## config.mk

```make
export PLATFORM = sky130hd
export DESIGN_NAME = updi_bridge_sequencer
export DESIGN_NICKNAME = d
export VERILOG_FILES = /design/src/rtl/updi_pkg.sv /design/src/rtl/updi_down_counter.sv /design/src/rtl/updi_bridge_sequencer.sv
export SDC_FILE = /design/constraint.sdc
export NUM_CORES = 1
export LEC_CHECK = 0
export ABC_CLOCK_PERIOD_IN_PS = 2600
export CAP_MARGIN = 20
export CORE_ASPECT_RATIO = 0.6
export CORE_MARGIN = 5
export CORE_UTILIZATION = 55
export CTS_BUF_LIST = sky130_fd_sc_hd__clkbuf_4 sky130_fd_sc_hd__clkbuf_8 sky130_fd_sc_hd__clkbuf_16
export DETAILED_ROUTE_END_ITERATION = 16
export PLACE_DENSITY = 0.72
export SLEW_MARGIN = 20
export SYNTH_ARGS = -nofsm -noshare
export SYNTH_HDL_FRONTEND = slang
export SYNTH_SLANG_ARGS = --single-unit
```

## constraint.sdc

```tcl
create_clock -name clk -period 2.6 [get_ports clk]
set_clock_uncertainty 0.2 [all_clocks]
set_input_delay 0.52 -clock clk [delete_from_list [all_inputs] [get_ports clk]]
set_output_delay 0.52 -clock clk [all_outputs]
set_load 0.02 [all_outputs]
```

## src/rtl/updi_pkg.sv

```systemverilog
// Shared UPDI types and timing defaults for the bridge sequencer and its helpers.
package updi_pkg;

    typedef enum logic [1:0] {
        IDLE  = 2'd0,
        BREAK = 2'd1,
        TX    = 2'd2,
        RX    = 2'd3
    } updi_bridge_mode;

    typedef enum logic [2:0] {
        ST_RX    = 3'd0,
        ST_TX    = 3'd1,
        ST_TURN  = 3'd2,
        ST_BREAK = 3'd3,
        ST_GAP   = 3'd4
    } updi_seq_state;

    // Defaults assume a 100 MHz clk: 240 us BREAK, 24 us gap.
    localparam int unsigned UPDI_BREAK_CYCLES = 24000;
    localparam int unsigned UPDI_GAP_CYCLES   = 2400;
    localparam int unsigned UPDI_NUM_BREAKS   = 2;
    localparam int unsigned UPDI_TURN_CYCLES  = 8;

    function automatic int unsigned max3(input int unsigned a, input int unsigned b,
                                         input int unsigned c);
        int unsigned m;
        m = (a > b) ? a : b;
        return (m > c) ? m : c;
    endfunction

endpackage

```

## src/rtl/updi_down_counter.sv

```systemverilog
// Load/decrement counter with a registered zero flag; holds at zero instead of wrapping.
module updi_down_counter #(
    parameter int unsigned W = 8
) (
    input  logic         clk,
    input  logic         rst,
    input  logic         load,
    input  logic [W-1:0] load_val,
    input  logic         dec,
    output logic         zero
);

    logic [W-1:0] cnt;

    always_ff @(posedge clk or posedge rst) begin
        if (rst) begin
            cnt  <= '0;
            zero <= 1'b1;
        end else if (load) begin
            cnt  <= load_val;
            zero <= (load_val == '0);
        end else if (dec && !zero) begin
            cnt  <= cnt - W'(1);
            zero <= (cnt == W'(1));
        end
    end

endmodule

```

## src/rtl/updi_bridge_sequencer.sv

```systemverilog
// Registered UPDI bridge mode sequencer: timed BREAK/GAP trains, TX->RX turnaround,
// and break pre-emption of any transfer.
module updi_bridge_sequencer
    import updi_pkg::*;
#(
    parameter int unsigned BREAK_CYCLES = UPDI_BREAK_CYCLES,
    parameter int unsigned GAP_CYCLES   = UPDI_GAP_CYCLES,
    parameter int unsigned NUM_BREAKS   = UPDI_NUM_BREAKS,
    parameter int unsigned TURN_CYCLES  = UPDI_TURN_CYCLES
) (
    input  logic            clk,
    input  logic            rst,
    input  logic            wr_en,
    input  logic            break_req,
    output updi_bridge_mode bridge_mode,
    output logic            tx_grant,
    output logic            busy,
    output logic            break_done
);

    localparam int unsigned CNT_W = $clog2(max3(BREAK_CYCLES, GAP_CYCLES, TURN_CYCLES) + 1);
    localparam int unsigned BRK_W = $clog2(NUM_BREAKS + 1);

    if (BREAK_CYCLES < 1 || GAP_CYCLES < 1 || TURN_CYCLES < 1 || NUM_BREAKS < 1) begin : g_param_check
        $error("updi_bridge_sequencer: timing parameters and NUM_BREAKS must be >= 1");
    end

    updi_seq_state   state, state_d;
    logic [BRK_W-1:0] brk_cnt;
    logic             brk_clr, brk_inc, done_d;
    logic             cnt_load, cnt_dec, cnt_zero;
    logic [CNT_W-1:0] cnt_load_val;
    updi_bridge_mode  mode_d;
    logic             tx_grant_d, busy_d;

    updi_down_counter #(.W(CNT_W)) u_cnt (
        .clk      (clk),
        .rst      (rst),
        .load     (cnt_load),
        .load_val (cnt_load_val),
        .dec      (cnt_dec),
        .zero     (cnt_zero)
    );

    // State, break counter and registered outputs.
    always_ff @(posedge clk or posedge rst) begin
        if (rst) begin
            state       <= ST_RX;
            brk_cnt     <= '0;
            bridge_mode <= RX;
            tx_grant    <= 1'b0;
            busy        <= 1'b0;
            break_done  <= 1'b0;
        end else begin
            state <= state_d;
            if (brk_clr) begin
                brk_cnt <= '0;
            end else if (brk_inc) begin
                brk_cnt <= brk_cnt + BRK_W'(1);
            end
            bridge_mode <= mode_d;
            tx_grant    <= tx_grant_d;
            busy        <= busy_d;
            break_done  <= done_d;
        end
    end

    // Next state and counter control; break_req is only honoured outside BREAK/GAP.
    always_comb begin
        state_d      = state;
        cnt_load     = 1'b0;
        cnt_dec      = 1'b0;
        cnt_load_val = '0;
        brk_clr      = 1'b0;
        brk_inc      = 1'b0;
        done_d       = 1'b0;
        if (break_req && (state == ST_RX || state == ST_TX || state == ST_TURN)) begin
            state_d      = ST_BREAK;
            cnt_load     = 1'b1;
            cnt_load_val = CNT_W'(BREAK_CYCLES - 1);
            brk_clr      = 1'b1;
        end else begin
            case (state)
                ST_RX: begin
                    if (wr_en) state_d = ST_TX;
                end
                ST_TX: begin
                    if (!wr_en) begin
                        state_d      = ST_TURN;
                        cnt_load     = 1'b1;
                        cnt_load_val = CNT_W'(TURN_CYCLES - 1);
                    end
                end
                ST_TURN: begin
                    if (cnt_zero) state_d = wr_en ? ST_TX : ST_RX;
                    else          cnt_dec = 1'b1;
                end
                ST_BREAK: begin
                    if (!cnt_zero) begin
                        cnt_dec = 1'b1;
                    end else if (brk_cnt == BRK_W'(NUM_BREAKS - 1)) begin
                        state_d = ST_RX;
                        done_d  = 1'b1;
                    end else begin
                        state_d      = ST_GAP;
                        cnt_load     = 1'b1;
                        cnt_load_val = CNT_W'(GAP_CYCLES - 1);
                        brk_inc      = 1'b1;
                    end
                end
                ST_GAP: begin
                    if (cnt_zero) begin
                        state_d      = ST_BREAK;
                        cnt_load     = 1'b1;
                        cnt_load_val = CNT_W'(BREAK_CYCLES - 1);
                    end else begin
                        cnt_dec = 1'b1;
                    end
                end
                default: state_d = ST_RX;
            endcase
        end
    end

    // Output values for the state being entered, registered alongside it.
    always_comb begin
        mode_d     = RX;
        tx_grant_d = 1'b0;
        busy_d     = 1'b0;
        case (state_d)
            ST_RX:    mode_d = RX;
            ST_TX: begin
                mode_d     = TX;
                tx_grant_d = 1'b1;
            end
            ST_TURN: begin
                mode_d = IDLE;
                busy_d = 1'b1;
            end
            ST_BREAK: begin
                mode_d = BREAK;
                busy_d = 1'b1;
            end
            ST_GAP: begin
                mode_d = IDLE;
                busy_d = 1'b1;
            end
            default:  mode_d = RX;
        endcase
    end

endmodule

```

==> impl_results.md, run 1 <==
- Fin. max-slew vios: 0
- Reg2Reg Depth: 5
- Synth cell count leaders: dfrtp_1, nor2_1, inv_1
- Num CTS Buffers: 3
- # resized after CTS: 0
- Syn Area/Cell: 9.50 sq um
- Clock power share: 0.169
- Startpoint types: primary input
- Register bit total from synthesis: 26
- First-pass DRT Iterations: 4
- Complex-gate fraction of the synthesized area: 0.177
- Sw Ratio: 0.374
- CP Capture Type: flip-flop
- Inserted Diodes: 0
- Max Cap Viol: 0
- Post-synth ARST share: 1.00
- Yosys top cell area share: 0.401
- Die X: 75.9 microns
- Crit-path max FO: 9
- Postcts setup bufs: 0
- Routed Antenna Nets: 0
- Main combinational cell family by area after synthesis: simple AND/OR/NAND/NOR gates
- Area grow syn2layout: 12.7%
- NetSw: 0.538 mW
- Run status: finished, final reports clean
- Layout cells sized above 1: 0.154
- Reg2Reg Setup Slack: 0.27 ns
- Setup ws final: 0.252 ns
- Drt wl/cell: 16.7 microns
- Hold Crit Class: flip-flop to flip-flop
- Synth Net Count: 158
- Reg2reg start: u_cnt.cnt[4]
- Comb pwr share: 0.373
- Ys flop type: dfrtp_1
- Worst reg2reg endpoint: u_cnt.cnt[12]
- I/O Buffers: 8
- Initial Utilization: 0.573
- Netlist cell types: 46
- Xor/xnor share of the synthesized area: 0.0427
- Pre-CTS setup slack: -0.0216 ns
- Synth area leaders: dfrtp_1, dfstp_2, nor2_1
- Count leader, synth: dfrtp_1
- Placed Cells: 190
- Mapped cell area: 0.00144 sq mm
- Sinks on Clock Net: 26
- Core area: 0.00250 sq mm
- Period minus WS final: 2.35 ns
- Vias in the first global route: 1,118
- Crit path arrival time: 2.35 ns
- Largest net degree at the start of global routing: 27
- Hold_sp: u_cnt.cnt[7]
- Die Height: 49.6 microns
- Number of hold buffers added after CTS: 0
- Sequential element share of the synthesized area: 0.456
- Final hold vios: 0
- Synth Area in Adders: 0.0262
- DR iter-0 viols: 70
- Skew-Pair Late Insertion Delay: 0.27 ns
- F_max: 426 MHz
- Fraction of synthesized area in multiplexers: 0
- TritonCTS clock tree: yes
- Synth Warn #: 0
- Crit Path Category: primary input to flip-flop
- Initial antenna violation count: 0
- H-tree Lvls: 1
- Vias/cell: 6.10
- Clk Tree Root Cell: clkbuf_8
- CTS Buffer Depth: 2
- Top-level I/O count: 9
- HPWL Detailed: 2360 microns
- WHS Endpoint: u_cnt.cnt[7]
- Drc violations: 0
- Final nets: 170
- Total gr overflow: 0
- WP data required: 2.60 ns
- Int Power: 0.902 mW
- Post-synth top area cell: dfrtp_1
- Measured slew at the worst slew-check pin: 0.647 ns
- # fillers: 216
- Die Area: 0.00376 sq mm
- GRT Resource Usage Total: 0.187
- First-pass GRT wire length: 5560 microns
- CTS clock-pin slew for the worst setup and hold paths: 0.09 ns
- Final setup fails: 0
- Maximum VDD drop: 0.460 mV
- Final period util: 0.903
- Gate Count Post-Synth: 151
- # rows: 14
- Non-Filler Instances: 194
- LEAKAGE: 0.658 nW
- Hold path depth: 1
- RSZ-0062 raised after global routing: no
- GP Congestion: 0.893
- Via count: 1,184
- Power density cells: 890 mW/mm^2
- Reg power frac: 0.458
- Total wire length: 3230 microns
- Critical path origin: break_req
- Max-slew headroom: 0.567
- Post-synth EDFFs: 0
- Simple-Gate Fraction of Synth Area: 0.248
[power groups by stage]
stage	Clock (mW)	Combinational, mW	Sequential, mW
floorplan	0	0.399	0.635
global placement	0	0.514	0.656
detailed placement	0	0.536	0.665
CTS	0.249	0.539	0.657
global route	0.264	0.601	0.680
finish	0.243	0.536	0.660
[per-stage QoR]
step           setup TNS (ns)  hold WS, ns  area [sq um]   util  total power [mW]
6_report                    0        0.337          1620  0.646              1.44
5_1_grt                     0        0.374          1620  0.646              1.55
4_1_cts                     0        0.338          1620  0.646              1.44
3_5_place_dp          -0.0217        0.317          1570  0.626              1.20
3_3_place_gp                0        0.309          1570  0.626              1.17
2_1_floorplan               0        0.283          1440      -              1.03
[metal layers]
layer / GRT usage / vias to the layer above / part of all wire
met1: 0.280 / 567 / 0.49
met4: 0.0503 / 0 / 0.0059
met5: 0 / - / 0
li1: - / 565 / -
met3: 0.0473 / 2 / 0.069
met2: 0.266 / 50 / 0.43
[layout make-up]
class	count	area, sq um	share of cell area
Multi-Input combinational cell	107	708	0.438
Sequential cell	26	654	0.404
Clock buffer	4	48.8	0.0302
Tap cell	32	40.0	0.0247
Timing Repair Buffer	14	125	0.0773
Inverter	11	41.3	0.0255
[flip-flops by register name, indices dropped and copies added (netlist names)]
name,count
bridge_mode,2
tx_grant,1
u_cnt.cnt,15
u_cnt.zero,1
break_done,1
busy,1
brk_cnt,2
state,3
[cells in the final DEF, fill, tap and decap left out, types with 2 or more instances in the layout]
cell type / Yosys / final
dfstp_2: 3 / 3
nor2_1: 18 / 18
or2_2: 2 / 2
or4_4: 2 / 2
nand2_1: 7 / 7
o22a_1: 3 / 3
o21ai_0: 7 / 7
nor4_1: 5 / 5
clkbuf_8: 0 / 3
or4_1: 2 / 2
nand3b_1: 3 / 3
inv_1: 11 / 11
or3_1: 2 / 2
xnor2_1: 7 / 7
dfrtp_1: 23 / 23
a21oi_1: 7 / 7
a31oi_1: 4 / 4
nor3_1: 4 / 4
nand2b_1: 6 / 6
ha_1: 3 / 3
clkdlybuf4s50_1: 0 / 8
buf_4: 0 / 6
[cells by family (layout without fill, tap and decap cells)]
group                    after synthesis  in the layout
AO/OA/AOI/OAI                         36             36
XOR/XNOR                               7              7
adder cells (fa/ha/maj)                3              3
buffers and inverters                 18             29
flip-flops                            26             26
AND/OR/NAND/NOR                       61             61
[worst max-delay path by stage]
stage,endpoint,cells after the start
finish,bridge_mode[0],7
CTS,bridge_mode[0],7
global route,bridge_mode[0],7
detailed placement,bridge_mode[0],7
global placement,u_cnt.cnt[14],6
floorplan,u_cnt.zero,4
[critical path, cell delays in order]
cell and delay (ns):
clkdlybuf4s50_1 0.51, nand2b_1 0.15, a21oi_1 0.11, nor3_2 0.55, nand2_1 0.16, buf_4 0.19, o21ai_0 0.16
(Power assumes the default switching activity.)
==> inputs of run 2 (changes only) <==
ABC_CLOCK_PERIOD_IN_PS = unset   (was 2600)
TNS_END_PERCENT = 50   (was unset)
==> results of run 2 <==
Same layout as run 1: the final DEF is identical, and so are final timing and power.
